## src/rtl/call_stack_pkg.sv

```systemverilog
// Shared types and constants for the return-address stack controller.
// Holds the FSM state enum, fault codes and default sizing.
package call_stack_pkg;

  localparam int ADDR_W_DEF     = 11;
  localparam int DEPTH_LOG2_DEF = 7;

  typedef enum logic [2:0] {
    ST_IDLE     = 3'd0,
    ST_PUSH     = 3'd1,
    ST_POP      = 3'd2,
    ST_POP_WAIT = 3'd3,
    ST_LOAD     = 3'd4,
    ST_FLUSH    = 3'd5,
    ST_FAULT    = 3'd6
  } state_t;

  localparam logic [1:0] FC_NONE = 2'b00;
  localparam logic [1:0] FC_OVF  = 2'b01;
  localparam logic [1:0] FC_UNF  = 2'b10;
  localparam logic [1:0] FC_ILL  = 2'b11;

endpackage

```

## src/rtl/call_stack_ctrl.sv

```systemverilog
// CALL/RET sequencer for the return-address stack: turns decoder requests into
// push/pop/clear strobes and PC loads, tracking occupancy to block over/underflow.
module call_stack_ctrl
  import call_stack_pkg::*;
#(
  parameter int ADDR_W     = ADDR_W_DEF,
  parameter int DEPTH_LOG2 = DEPTH_LOG2_DEF
) (
  input  logic                  clk,
  input  logic                  reset,
  input  logic                  call_req,
  input  logic                  ret_req,
  input  logic                  flush_req,
  input  logic [ADDR_W-1:0]     ret_addr,
  input  logic [ADDR_W-1:0]     target_addr,
  input  logic [ADDR_W-1:0]     stk_topo,
  output logic                  stk_push,
  output logic                  stk_pop,
  output logic                  stk_rst,
  output logic [ADDR_W-1:0]     stk_dado,
  output logic                  pc_load,
  output logic [ADDR_W-1:0]     pc_next,
  output logic                  busy,
  output logic                  done,
  output logic                  fault,
  output logic [1:0]            fault_code,
  output logic [DEPTH_LOG2:0]   level,
  input  logic                  fault_clr
);

  localparam int                LVL_W   = DEPTH_LOG2 + 1;
  localparam logic [LVL_W-1:0]  DEPTH_V = LVL_W'(1) << DEPTH_LOG2;

  state_t              state_r;
  state_t              next_state_s;
  logic [1:0]          new_code_s;
  logic                accept_call_s;

  logic                stk_push_r;
  logic                stk_pop_r;
  logic                stk_rst_r;
  logic                pc_load_r;
  logic                done_r;
  logic                fault_r;
  logic [1:0]          fault_code_r;
  logic [ADDR_W-1:0]   stk_dado_r;
  logic [ADDR_W-1:0]   target_r;
  logic [ADDR_W-1:0]   pc_next_r;
  logic [LVL_W-1:0]    level_r;

  // Next-state decode; IDLE priority is illegal call+ret, then call, ret, flush.
  always_comb begin
    next_state_s  = state_r;
    new_code_s    = FC_NONE;
    accept_call_s = 1'b0;
    case (state_r)
      ST_IDLE: begin
        if (call_req && ret_req) begin
          next_state_s = ST_FAULT;
          new_code_s   = FC_ILL;
        end else if (call_req) begin
          if (level_r == DEPTH_V) begin
            next_state_s = ST_FAULT;
            new_code_s   = FC_OVF;
          end else begin
            next_state_s  = ST_PUSH;
            accept_call_s = 1'b1;
          end
        end else if (ret_req) begin
          if (level_r == {LVL_W{1'b0}}) begin
            next_state_s = ST_FAULT;
            new_code_s   = FC_UNF;
          end else begin
            next_state_s = ST_POP;
          end
        end else if (flush_req) begin
          next_state_s = ST_FLUSH;
        end else begin
          next_state_s = ST_IDLE;
        end
      end
      ST_PUSH:     next_state_s = ST_LOAD;
      ST_POP:      next_state_s = ST_POP_WAIT;
      ST_POP_WAIT: next_state_s = ST_LOAD;
      ST_LOAD:     next_state_s = ST_IDLE;
      ST_FLUSH:    next_state_s = ST_IDLE;
      ST_FAULT: begin
        if (fault_clr) begin
          next_state_s = ST_IDLE;
        end else begin
          next_state_s = ST_FAULT;
        end
      end
      default:     next_state_s = ST_IDLE;
    endcase
  end

  // State register; strobes are registered from the next state so each lands
  // in the same cycle as the state it belongs to.
  always_ff @(posedge clk) begin
    if (reset) begin
      state_r    <= ST_IDLE;
      stk_push_r <= 1'b0;
      stk_pop_r  <= 1'b0;
      stk_rst_r  <= 1'b0;
      pc_load_r  <= 1'b0;
      done_r     <= 1'b0;
    end else begin
      state_r    <= next_state_s;
      stk_push_r <= (next_state_s == ST_PUSH);
      stk_pop_r  <= (next_state_s == ST_POP);
      stk_rst_r  <= (next_state_s == ST_FLUSH);
      pc_load_r  <= (next_state_s == ST_LOAD);
      done_r     <= (next_state_s == ST_LOAD) || (next_state_s == ST_FLUSH);
    end
  end

  // Address path: push data and pending target latched on an accepted CALL,
  // PC taken from the target (CALL) or from the stack top (RET).
  always_ff @(posedge clk) begin
    if (reset) begin
      stk_dado_r <= {ADDR_W{1'b0}};
      target_r   <= {ADDR_W{1'b0}};
      pc_next_r  <= {ADDR_W{1'b0}};
    end else begin
      if (accept_call_s) begin
        stk_dado_r <= ret_addr;
        target_r   <= target_addr;
      end
      if (state_r == ST_PUSH) begin
        pc_next_r <= target_r;
      end else if (state_r == ST_POP_WAIT) begin
        pc_next_r <= stk_topo;
      end
    end
  end

  // Shadow occupancy; only reachable transitions are guarded, so no wrap.
  always_ff @(posedge clk) begin
    if (reset) begin
      level_r <= {LVL_W{1'b0}};
    end else begin
      case (state_r)
        ST_PUSH:  level_r <= level_r + LVL_W'(1);
        ST_POP:   level_r <= level_r - LVL_W'(1);
        ST_FLUSH: level_r <= {LVL_W{1'b0}};
        default:  level_r <= level_r;
      endcase
    end
  end

  // Sticky fault flag and code, set on entry to FAULT and cleared on exit.
  always_ff @(posedge clk) begin
    if (reset) begin
      fault_r      <= 1'b0;
      fault_code_r <= FC_NONE;
    end else if (state_r != ST_FAULT && next_state_s == ST_FAULT) begin
      fault_r      <= 1'b1;
      fault_code_r <= new_code_s;
    end else if (state_r == ST_FAULT && fault_clr) begin
      fault_r      <= 1'b0;
      fault_code_r <= FC_NONE;
    end
  end

  assign stk_push   = stk_push_r;
  assign stk_pop    = stk_pop_r;
  assign stk_rst    = stk_rst_r;
  assign stk_dado   = stk_dado_r;
  assign pc_load    = pc_load_r;
  assign pc_next    = pc_next_r;
  assign done       = done_r;
  assign fault      = fault_r;
  assign fault_code = fault_code_r;
  assign level      = level_r;
  assign busy       = (state_r != ST_IDLE);

endmodule

```

## config.mk

```make
export PLATFORM = sky130hd
export DESIGN_NAME = call_stack_ctrl
export DESIGN_NICKNAME = d
export VERILOG_FILES = /design/src/rtl/call_stack_pkg.sv /design/src/rtl/call_stack_ctrl.sv
export SDC_FILE = /design/constraint.sdc
export NUM_CORES = 1
export LEC_CHECK = 0
export ABC_AREA = 1
export CAP_MARGIN = 5
export CELL_PAD_IN_SITES_DETAIL_PLACEMENT = 1
export CELL_PAD_IN_SITES_GLOBAL_PLACEMENT = 2
export CORE_MARGIN = 3
export CORE_UTILIZATION = 27
export DETAILED_ROUTE_END_ITERATION = 7
export PLACE_DENSITY_LB_ADDON = 0.1
export SYNTH_ARGS = -nofsm -noshare
export SYNTH_HDL_FRONTEND = slang
export SYNTH_SLANG_ARGS = --single-unit
```

## constraint.sdc

```tcl
create_clock -name clk -period 4 [get_ports clk]
set_input_delay 0.8 -clock clk [delete_from_list [all_inputs] [get_ports clk]]
set_output_delay 0.8 -clock clk [all_outputs]
set_load 0.02 [all_outputs]
```

Word-level counts from Yosys, hierarchy flattened

Index checks and enable logic that the tools add are counted.

Muxes and demuxes: 25
Equality and inequality tests: 12
Reductions and logical operators: 11
Add/sub/neg operators: 2

Operator list:

| cell                  | number |
|---|---|
| $pmux W8 S3           | 1 |
| $mux W11              | 2 |
| $mux W3               | 7 |
| $eq A3 B3 Y1 const B  | 5 |
| $mux W2               | 7 |
| $pmux W3 S4           | 1 |
| $eq A3 B2 Y1 const B  | 3 |
| $add A8 B1 Y8 const B | 1 |
| $eq A8 B8 Y1 const B  | 1 |
| $logic_not A8 Y1      | 1 |
| $sub A8 B1 Y8 const B | 1 |
| $mux W1               | 7 |
| $eq A3 B1 Y1 const B  | 2 |
| $reduce_bool A3 Y1    | 2 |
| $reduce_bool A2 Y1    | 2 |
| $logic_and A1 B1 Y1   | 3 |
| $logic_not A3 Y1      | 1 |
| $ne A3 B3 Y1 const B  | 1 |
| $reduce_or A2 Y1      | 1 |
| $logic_or A1 B1 Y1    | 1 |

Output and inout bits: 39
Word-level logic and storage cells: 62
Register bits after elaboration: 52
Input port bits: 39

Depth between registers and ports, before layout

Gate-level depths: netlist (run 1).

Depth after elaboration: 9
Depth in mapped cells: 11

Worst setup path before layout (run 1)

OpenSTA, ideal clock, no wires.

Path kind: reg2reg
Start point: register state_r[2]
End point: register level_r[5] (netlist: level[5])
Setup slack: 2.184 ns
Library setup time: 0.115 ns
Required time: 3.885 ns
Data arrival time: 1.702 ns
Clock period less this slack: 1.816 ns
Stages on the path, launching flop included: 10
Path buffers: 0
Cells stage by stage: dfxtp_1 -> nor2_4 -> nand2_4 -> inv_4 -> ha_1 -> a21oi_1 -> nand2_1 -> a21oi_1 -> a21oi_2 -> o21a_1

Longest elaborated chain between the ends: 2

Ends and longest elaborated chain:

| what                                                     | line                   | RTL |
|---|---|---|
| from (decl)                                              | call_stack_ctrl.sv:34  | `state_t state_r;` |
| from (signal assigned)                                   | call_stack_ctrl.sv:109 | `state_r <= next_state_s;` |
| $eq A3 B3 Y1, or another cell as far along               | call_stack_ctrl.sv:143 | `case (state_r)` |
| $pmux W8 S3 / $reduce_bool A3 Y1 (equally long branches) | --                     |  |
| to (signal assigned)                                     | call_stack_ctrl.sv:144 | `ST_PUSH: level_r <= level_r + LVL_W'(1);` |
| to (signal assigned)                                     | call_stack_ctrl.sv:145 | `ST_POP: level_r <= level_r - LVL_W'(1);` |
| to (signal assigned)                                     | call_stack_ctrl.sv:146 | `ST_FLUSH: level_r <= {LVL_W{1'b0}};` |
| to (decl)                                                | call_stack_ctrl.sv:49  | `logic [LVL_W-1:0] level_r;` |

Parallel ways exist; a longest one is shown, timed or not.
A chain may end at the register's enable or synchronous reset.

Final worst setup path (run 1)

Start point: register state_r[1]
End point: output port busy

Longest elaborated chain between the ends: 1

Ends and longest elaborated chain:

| what               | line                   | RTL |
|---|---|---|
| $reduce_bool A3 Y1 | call_stack_ctrl.sv:176 | `assign busy = (state_r != ST_IDLE);` |
| to (decl)          | call_stack_ctrl.sv:23  | `output logic busy,` |

Every way passes these cells.

==> results.cfg, run 1 <==
[clock_network]
ctsRootBufferMaster = sky130_fd_sc_hd__clkbuf_8
path_clk_slew_ns = 0.10
cts-buffers-inserted = 5
post_cts_buffers = 0
tritoncts = done
insertion_delay_ns = 0.31
ctsLongestPathBuffers = 2
clock_tree.htree_level_count = 2
cts-hold-fix-buffers = 0
post_cts.resized_instances = 0
clkSinkCount = 52

[logic_synthesis]
syn-num-nets = 355
netlist_area_um2 = 2400
synth.largest_area_cell = sky130_fd_sc_hd__dfxtp_1
synthesis.area_per_instance_um2 = 7.77
synth.area.top_cells = sky130_fd_sc_hd__dfxtp_1 43%, sky130_fd_sc_hd__nand2_1 8.6%, sky130_fd_sc_hd__a21oi_1 7.5%, sky130_fd_sc_hd__inv_1 5.9%, sky130_fd_sc_hd__o21ai_0 3.5%
synth_warnings = 0
synth.top_cell.area_share_pct = 43.4
ys_seq_elements = 52
syn-instance-count = 309
synth.yosys.seq_area_share_pct = 43.4
ys_types = 37

[pwr]
report.power.total_w = 0.00172
power_per_cell_area_nw_per_um2 = 509
power_leakage_nw = 1.33
ir_worst_vdd_uv = 141

[detailed_routing]
route.antenna.remaining_nets = 0
drt_first_pass_iters = 4
final_wirelength_mm = 6.54
vias_per_cell = 4.66
detail_route.iter0.violations = 33
vias = 2282
wire_per_inst_um = 13.3
drt_drc_violations_left = 0

[finish]
layout.cells.most_common_list = 77 x sky130_fd_sc_hd__clkdlybuf4s50_1, 55 x sky130_fd_sc_hd__nand2_1, 52 x sky130_fd_sc_hd__dfxtp_1
design.final.nets = 430
proportion_of_layout_cells_with_a_drive_suffix_above_1_pct = 8.57
layoutNonFillerInstCount = 490
mostFrequentLayoutCell = sky130_fd_sc_hd__clkdlybuf4s50_1
fin_util_pct = 40.2
syn2layout_area_growth_pct = 41.2
antenna_diode_count = 0

[floorplan]
start_util_pct = 28.5
die-area_um2 = 10100
ioPinCount = 78
die_y_um = 100
floorplan.die.width_um = 100
core-area_um2 = 8420
row_count = 33

[sta]
period_share_pct = 62.5
number_of_pins_exceeding_their_max_slew_limit_in_the_final_report = 0
achievable-frequency_mhz = 400
timing.max_slew.rel_slack_pct = 55.4
final_period_minus_worst_setup_slack_ns = 2.50
timing_hold_violations_final = 0
tightest_slew_ns = 0.668
final_critical_path_setup_slack_ns = 1.50
unrepaired_setup_endpoints_after_global_routing = false
fin_worst_skew_ns = 0.00378
setup_viol = 0
fin_tns_setup_ns = 0

[critical_path]
cp-startpoint = state_r[1]
critical_path.startpoint_type = flip-flop
crit-reg2reg-launch = state_r[1]
timing.critical_path.slowest_cell_delay_ns = 0.57
worstSetupEndpoint = busy
cp_max_fo = 12
critical_path_required_ns = 3.20
timing.critical_path.to_type = output pin
slowest_stage = sky130_fd_sc_hd__clkdlybuf4s50_1
worst-r2r-cell-count = 9
crit_type = flip-flop to output pin
timing.critical_path.cells = inv_1 > nand2_2 > clkdlybuf4s50_1
r2r_setup_slack_ns = 1.93
regToRegEndpoint = level[5]
arrival_ns = 1.70

[placement]
preCtsSetupSlack_ns = 1.40
dp_hpwl_mm = 4.92
portBuffers = 77
routabilityCongestion = 0.733
dp_cells = 482

[global_routing]
pin_count_of_the_biggest_net_entering_global_routing = 46
global_route_wire_length_before_repair_mm = 11.0
initial_antenna_violation_count = 0
gr-usage-all-layers_pct = 13.6
first_global_vias = 2292
grt_overflow = 0

[job]
maxCapViolations = 0

[min_path]
hold_path_class = flip-flop to flip-flop

[status]
outcome = finished, final reports clean
==> metal layers <==
layer | up-vias | share of wire (%) | track usage, %
li1 | 1167 | - | -
met1 | 1056 | 46 | 17.1
met2 | 52 | 47 | 22.7
met3 | 7 | 5.6 | 3.89
met4 | 0 | 1.2 | 4.04
met5 | - | 0 | 0
==> worst min-delay path by stage <==
stage	depth (start not counted)	startpoint	slack (ns)	to
after floorplan	2	target_r[10]	0.42	target_r[10]
after global placement	2	target_r[6]	0.43	target_r[6]
after detailed placement	2	stk_dado[4]	0.44	stk_dado[4]
after CTS	2	target_r[4]	0.45	target_r[4]
after global routing	2	stk_dado[1]	0.47	stk_dado[1]
final	2	target_r[4]	0.45	target_r[4]
==> worst max-delay path, delay by kind of cell, from the launching register on <==
kind                   cells  cell delay [ns]
DFF                        1             0.32
buffers and inverters      2             0.91
and+or+nand+nor            1             0.16
==> state kept, by name, indices dropped and copies added, names as in the netlist <==
signal,cells
fault_code,2
pc_load,1
level,8
done,1
stk_dado,11
state_r,3
pc_next,11
stk_pop,1
fault,1
target_r,11
stk_push,1
stk_rst,1
==> metrics by stage <==
stage / instance area, um^2 / hold slack, ns
2_1_floorplan: 2400 / 0.425
3_3_place_gp: 3250 / 0.433
3_5_place_dp: 3250 / 0.438
4_1_cts: 3390 / 0.454
5_1_grt: 3390 / 0.474
6_report: 3390 / 0.449
==> where the power goes <==
group          switching (W)  total (W)  internal (W)  leakage, nW
Clock               0.000186   0.000437      0.000252       0.0687
Sequential         0.0000565   0.000657      0.000601        0.425
Combinational       0.000364   0.000629      0.000265        0.831
Total               0.000606    0.00172       0.00112         1.33
==> cells by family (layout without fill, tap and decap cells) <==
family	Yosys count	count (layout)	synth area share, %
and+or+nand+nor	96	96	19.2
buffers and inverters	57	133	10.6
AOI/OAI and AO/OA	94	94	21.8
xor gates and xnor gates	3	3	1.09
DFF	52	52	43.4
adders and majority gates	7	7	3.96
==> cells in the mapped netlist <==
cell / n
sky130_fd_sc_hd__nor2_4: 1
sky130_fd_sc_hd__nand3b_1: 1
sky130_fd_sc_hd__o21ai_0: 17
sky130_fd_sc_hd__nand3_1: 11
sky130_fd_sc_hd__nor2_2: 1
sky130_fd_sc_hd__xor2_1: 2
sky130_fd_sc_hd__inv_1: 38
sky130_fd_sc_hd__nor3_1: 3
sky130_fd_sc_hd__clkbuf_2: 1
sky130_fd_sc_hd__xnor2_1: 1
sky130_fd_sc_hd__nor2_8: 1
sky130_fd_sc_hd__nor2_1: 13
sky130_fd_sc_hd__buf_1: 1
sky130_fd_sc_hd__nand4_4: 1
sky130_fd_sc_hd__nor3_2: 1
sky130_fd_sc_hd__a31oi_1: 13
sky130_fd_sc_hd__dfxtp_1: 52
sky130_fd_sc_hd__nand2_1: 55
sky130_fd_sc_hd__inv_2: 3
sky130_fd_sc_hd__a21oi_1: 36
sky130_fd_sc_hd__fa_1: 1
sky130_fd_sc_hd__ha_1: 6
sky130_fd_sc_hd__nand2_2: 1
sky130_fd_sc_hd__a21o_1: 1
sky130_fd_sc_hd__clkbuf_1: 6
sky130_fd_sc_hd__a21oi_2: 4
sky130_fd_sc_hd__o21bai_1: 1
sky130_fd_sc_hd__nand2_4: 2
sky130_fd_sc_hd__o21a_1: 2
sky130_fd_sc_hd__buf_2: 1
sky130_fd_sc_hd__or2_0: 1
sky130_fd_sc_hd__nand4_1: 3
sky130_fd_sc_hd__o21ai_1: 17
sky130_fd_sc_hd__buf_6: 4
sky130_fd_sc_hd__inv_4: 3
sky130_fd_sc_hd__and2_1: 1
sky130_fd_sc_hd__o21ai_2: 3
==> area by class of cell <==
| type | count | area, um^2 |
|---|---|---|
| fillers | 1043 | 5030 |
| flip-flops and latches | 52 | 1040 |
| clock buffers | 5 | 68.8 |
| multi-input cells | 200 | 1110 |
| inverters | 44 | 173 |
| clock inverters | 3 | 68.8 |
| repair buffers | 81 | 801 |
| well taps | 105 | 131 |
(Power assumes the default switching activity.)
==> inputs of run 2 (changes only) <==
--- a/config.mk
+++ b/config.mk
@@ -10,7 +10,7 @@
 export CELL_PAD_IN_SITES_DETAIL_PLACEMENT = 1
 export CELL_PAD_IN_SITES_GLOBAL_PLACEMENT = 2
 export CORE_MARGIN = 3
-export CORE_UTILIZATION = 27
+export CORE_UTILIZATION = 23
 export DETAILED_ROUTE_END_ITERATION = 7
 export PLACE_DENSITY_LB_ADDON = 0.1
 export SYNTH_ARGS = -nofsm -noshare
==> constraint.sdc (replaced) <==
create_clock -name clk -period 2.2 [get_ports clk]
set_input_delay 0.44 -clock clk [delete_from_list [all_inputs] [get_ports clk]]
set_output_delay 0.44 -clock clk [all_outputs]
set_load 0.02 [all_outputs]
==> run 2 against run 1 <==
Clock power increased by 46%. Design area increased by 0.70%. Final cell count increased by 5.7%. Global-route usage decreased by 1.6 points. Sequential cell count unchanged. Setup slack got worse by 1.3 ns. Register-to-register slack got worse by 1.8 ns. Non-clock buffer count increased by 2. Critical path depth unchanged. Count of clock-buffer cells in the layout unchanged. Die area increased by 16%. Sequential share of layout area decreased by 0.21 points.
==> results.cfg, run 2 (synthesis results as in run 1) <==
[global_routing]
grt_overflow = 0
initial_antenna_violation_count = 0
pin_count_of_the_biggest_net_entering_global_routing = 46
gr-usage-all-layers_pct = 12.0
first_global_vias = 2271
global_route_wire_length_before_repair_mm = 11.2

[sta]
fin_worst_skew_ns = 0.00649
holdWs_ns = 0.449
setup_viol = 0
achievable-frequency_mhz = 488
fin_tns_setup_ns = 0
timing_hold_violations_final = 0
tightest_slew_ns = 0.459
number_of_pins_exceeding_their_max_slew_limit_in_the_final_report = 0
period_share_pct = 93.1
unrepaired_setup_endpoints_after_global_routing = false
timing.max_slew.rel_slack_pct = 69.4
final_period_minus_worst_setup_slack_ns = 2.05

[finish]
syn2layout_area_growth_pct = 42.2
design.final.nets = 432
layout.cells.most_common_list = 77 x sky130_fd_sc_hd__clkdlybuf4s50_1, 55 x sky130_fd_sc_hd__nand2_1, 52 x sky130_fd_sc_hd__dfxtp_1
fillerInstances = 1198
mostFrequentLayoutCell = sky130_fd_sc_hd__clkdlybuf4s50_1
multiInputGateArea_um2 = 1110
antenna_diode_count = 0
register_area_um2 = 1040
proportion_of_layout_cells_with_a_drive_suffix_above_1_pct = 8.57

[job]
maxCapViolations = 0

[critical_path]
timing.critical_path.slowest_cell_delay_ns = 0.62
timing.critical_path.to_type = output pin
critical_path.startpoint_type = flip-flop
arrival_ns = 1.61
crit_type = flip-flop to output pin
cp_max_fo = 7
timing.critical_path.cells = nor2_4 > nand2_2 > clkdlybuf4s50_1
critical_path_required_ns = 1.76
slowest_stage = sky130_fd_sc_hd__clkdlybuf4s50_1

[pwr]
power_per_cell_area_nw_per_um2 = 878
report.power.total_w = 0.00300
ir_worst_vdd_uv = 268
power_leakage_nw = 1.32

[detailed_routing]
drt_first_pass_iters = 4
detail_route.iter0.violations = 61
drt_drc_violations_left = 0
route.antenna.remaining_nets = 0
final_wirelength_mm = 6.72
vias_per_cell = 4.37
vias = 2263
wire_per_inst_um = 13.0

[clock_network]
post_cts_buffers = 0
clkSinkCount = 52
post_cts.resized_instances = 0
ctsLongestPathBuffers = 2
path_clk_slew_ns = 0.09
cts-buffers-inserted = 5
cts-hold-fix-buffers = 0
ctsRootBufferMaster = sky130_fd_sc_hd__clkbuf_8
insertion_delay_ns = 0.30
tritoncts = done
clock_tree.htree_level_count = 2

[min_path]
hold_path_class = flip-flop to flip-flop

[placement]
dp_hpwl_mm = 5.00
portBuffers = 77
routabilityCongestion = 0.730

[floorplan]
die_y_um = 108
row_count = 36
ioPinCount = 78
core-area_um2 = 9950
die-area_um2 = 11700
start_util_pct = 24.1
floorplan.die.width_um = 108

[status]
outcome = finished, final reports clean
## run 2: cell types whose count changed in the layout (fill, tap and decap cells not counted)
cell | previous run | this run
sky130_fd_sc_hd__buf_4 | 4 | 5
sky130_fd_sc_hd__bufinv_16 | 2 | 1
sky130_fd_sc_hd__buf_12 | 0 | 1
sky130_fd_sc_hd__inv_6 | 1 | 0
## run 2: critical path: cells and delay by family, from the launching register on
| family | cells | cell delay [ns] |
|---|---|---|
| DFF | 1 | 0.49 |
| and+or+nand+nor | 2 | 0.20 |
| buffers and inverters | 1 | 0.62 |
## run 2: metrics by stage
stage                     utilization, %  std cells  setup WS (ns)  area, um^2
final                               34.3        518          0.152        3410
after global routing                34.3        518         0.0513        3410
after CTS                           34.3        518          0.142        3410
after detailed placement            33.3        512          0.178        3310
after global placement              33.3        512          0.248        3310
after floorplan                        -        309          0.384        2400
## run 2: layer usage
| metal | GRT usage [%] | part of all wire, % |
|---|---|---|
| met2 | 20.5 | 48 |
| met4 | 3.25 | 1.1 |
| met3 | 4.18 | 6.6 |
| met1 | 14.4 | 45 |
| met5 | 0 | 0 |
## run 2: final timing paths
path | startpoint | endpoint | slack, ns | cells past startpoint
setup / recovery | state_r[2] | busy | 0.15 | 3
hold / removal | target_r[8] | target_r[8] | 0.45 | 2
setup reg to reg | state_r[2] | level[5] | 0.18 | 9
hold reg to reg | target_r[8] | target_r[8] | 0.45 | 2
## run 2: power breakdown
group          internal, W  switching, W  leakage, nW  total [W]
registers          0.00109      0.000103        0.425    0.00119
logic             0.000494      0.000674        0.845    0.00117
clock network     0.000327      0.000309       0.0501   0.000636
## run 2: layout make-up
| class | count | share of cell area, % |
|---|---|---|
| clock buffer | 5 | 2.02 |
| sequential | 52 | 30.5 |
| tap | 133 | 4.88 |
| timing repair buffer | 83 | 24.3 |
| multi-input combinational | 200 | 32.4 |
| clock inverter | 1 | 0.880 |
| inverter | 44 | 5.06 |
==> inputs of run 3 (changes only) <==
--- a/config.mk
+++ b/config.mk
@@ -5,7 +5,6 @@
 export SDC_FILE = /design/constraint.sdc
 export NUM_CORES = 1
 export LEC_CHECK = 0
-export ABC_AREA = 1
 export CAP_MARGIN = 5
 export CELL_PAD_IN_SITES_DETAIL_PLACEMENT = 1
 export CELL_PAD_IN_SITES_GLOBAL_PLACEMENT = 2
==> run 3 against run 2 <==
The run now ends with negative setup slack left. Global-route usage is 1.2 points higher. Final cell count rose by 1.7%. Power rose by 25%. Die area fell by 2.7%. Synthesized area shrank 2.9%. Register-to-register slack worse by 0.40 ns. Synthesized cell count fell by 10%. Maximum frequency is 16% lower. Worst hold slack better by 0.010 ns. Critical path depth up 3.
==> results.cfg, run 3 <==
[logic_synthesis]
synth_flop_cell = sky130_fd_sc_hd__dfxtp_1
synth.yosys.seq_area_share_pct = 44.6
synth_edf_count = 0
synth_simple_gate_area_share_pct = 22.7
netlist_area_um2 = 2330
synth.largest_area_cell = sky130_fd_sc_hd__dfxtp_1
synth.top_cell.area_share_pct = 44.6
synth_async_sr_flop_share_pct = 0
synth.area.top_cells = sky130_fd_sc_hd__dfxtp_1 45%, sky130_fd_sc_hd__nand2_1 7.9%, sky130_fd_sc_hd__a21oi_1 6.7%, sky130_fd_sc_hd__mux2i_1 5.2%, sky130_fd_sc_hd__nor2_1 4.3%
synth_warnings = 0
post_synth_most_frequent_cells = 52 x sky130_fd_sc_hd__dfxtp_1, 49 x sky130_fd_sc_hd__nand2_1, 31 x sky130_fd_sc_hd__a21oi_1
main_combinational_cell_family_by_area_after_synthesis = simple AND/OR/NAND/NOR gates
syn-instance-count = 277
adder_cell_share_of_the_synthesized_area_pct = 4.08
synthesis.area_per_instance_um2 = 8.42
synthMuxAreaShare_pct = 5.15
ys_types = 45
ys_seq_elements = 52
synth_compound_area_share_pct = 17.5
post-synth-top-count-cell = sky130_fd_sc_hd__dfxtp_1
synth_xor_xnor_area_share_pct = 1.88
syn-num-nets = 323

[floorplan]
ioPinCount = 78
core-area_um2 = 9820
die_y_um = 107
floorplan.die.width_um = 107
die-area_um2 = 11400
row_count = 36
start_util_pct = 23.8

[clock_network]
cts-hold-fix-buffers = 0
insertion_delay_ns = 0.31
clock_tree.htree_level_count = 2
path_clk_slew_ns = 0.11
cts-buffers-inserted = 5
tritoncts = done
ctsRootBufferMaster = sky130_fd_sc_hd__clkbuf_8
ctsLongestPathBuffers = 2
clkSinkCount = 52

[detailed_routing]
wire_per_inst_um = 14.3
drt_first_pass_iters = 4
vias = 2379
route.antenna.remaining_nets = 0
detail_route.iter0.violations = 70
final_wirelength_mm = 7.55
vias_per_cell = 4.51
drt_drc_violations_left = 0

[sta]
fin_worst_skew_ns = 0.00832
fin_tns_setup_ns = -0.606
number_of_pins_exceeding_their_max_slew_limit_in_the_final_report = 0
tightest_slew_ns = 0.592
final_critical_path_setup_slack_ns = -0.225
final_period_minus_worst_setup_slack_ns = 2.42
timing.max_slew.rel_slack_pct = 60.5
unrepaired_setup_endpoints_after_global_routing = true
achievable-frequency_mhz = 412
setup_viol = 5
timing_hold_violations_final = 0
period_share_pct = 110

[critical_path]
critical_path.startpoint_type = flip-flop
cp_max_fo = 2
critical_path_required_ns = 2.44
arrival_ns = 2.67
crit_type = flip-flop to flip-flop
r2r_setup_slack_ns = -0.22
timing.critical_path.to_type = flip-flop

[finish]
antenna_diode_count = 0
syn2layout_area_growth_pct = 61.7
layout.cells.most_common_list = 75 x sky130_fd_sc_hd__clkdlybuf4s50_1, 49 x sky130_fd_sc_hd__dfxtp_1, 48 x sky130_fd_sc_hd__nand2_1
design.final.nets = 439
fillerInstances = 1226
register_area_um2 = 1040
mostFrequentLayoutCell = sky130_fd_sc_hd__clkdlybuf4s50_1
proportion_of_layout_cells_with_a_drive_suffix_above_1_pct = 19.8
layoutNonFillerInstCount = 527
multiInputGateArea_um2 = 1290

[global_routing]
global_route_wire_length_before_repair_mm = 12.1
pin_count_of_the_biggest_net_entering_global_routing = 26
grt_overflow = 0
gr-usage-all-layers_pct = 13.2
first_global_vias = 2424
initial_antenna_violation_count = 0

[placement]
portBuffers = 77
routabilityCongestion = 0.794
dp_hpwl_mm = 5.54
dp_cells = 513

[status]
outcome = finished with violations
violations = negative setup slack

[job]
maxCapViolations = 0

[pwr]
power_leakage_nw = 1.42
power_per_cell_area_nw_per_um2 = 993
ir_worst_vdd_uv = 340

[min_path]
hold_path_class = flip-flop to flip-flop
run 3: path summary, 6_finish.rpt:
path               startpoint            end  cells after the start
setup reg to reg     level[3]  fault_code[1]                      6
hold reg to reg   target_r[8]    target_r[8]                      2
hold / removal    target_r[8]    target_r[8]                      2
setup / recovery     level[3]  fault_code[1]                      6
run 3: cells by family (layout without fill, tap and decap cells):
family / Yosys count / after routing
AO/OA/AOI/OAI: 64 / 64
XOR/XNOR: 5 / 5
adder cells (fa/ha/maj): 7 / 7
buffers and inverters: 23 / 140
flip-flops: 52 / 52
multiplexers: 12 / 12
AND/OR/NAND/NOR: 114 / 114
run 3: cell type report:
cell class,instances,share of cell area (%)
Clock inverter,3,0.564
Clock buffer,5,1.82
Tap cell,133,4.41
Timing Repair Buffer,126,30.8
Sequential cell,52,27.7
Multi-Input combinational cell,202,34.1
Inverter,6,0.597
run 3: metrics by stage:
step / setup WS (ns) / util, % / area (um^2) / hold WS, ns / total power [W]
final: -0.225 / 38.4 / 3770 / 0.459 / 0.00375
after global routing: -0.287 / 38.4 / 3770 / 0.480 / 0.00404
after floorplan: -0.275 / - / 2350 / 0.436 / 0.00218
after global placement: -0.544 / 36.3 / 3560 / 0.442 / 0.00304
after detailed placement: -0.596 / 36.3 / 3560 / 0.446 / 0.00306
after CTS: -0.241 / 38.0 / 3730 / 0.462 / 0.00374
run 3: what timing repair did:
action                                  CTS  global route
pin swaps                                 3             5
resized for setup                        14             4
setup buffers                             4             2
endpoints found under the setup margin   11            11
run 3: critical path, stage by stage, from the launching register on:
cell	delay [ns]
sky130_fd_sc_hd__dfxtp_2	0.33
sky130_fd_sc_hd__or4_4	0.53
sky130_fd_sc_hd__or3_4	0.35
sky130_fd_sc_hd__a211o_1	0.30
sky130_fd_sc_hd__a2111o_1	0.37
sky130_fd_sc_hd__or3_1	0.34
sky130_fd_sc_hd__a21oi_2	0.14
run 3: report_power, final:
| group | internal [W] | switching (W) | total (W) |
|---|---|---|---|
| Clock | 0.000227 | 0.000357 | 0.000584 |
| Sequential | 0.00111 | 0.0000943 | 0.00121 |
| Combinational | 0.000970 | 0.000985 | 0.00196 |
| Total | 0.00231 | 0.00144 | 0.00375 |
run 3: metal layers:
metal	global-route usage, %	routed length (um)
met5	0	0
met4	2.74	51
met3	3.19	358
met2	21.4	3530
met1	18.0	3610
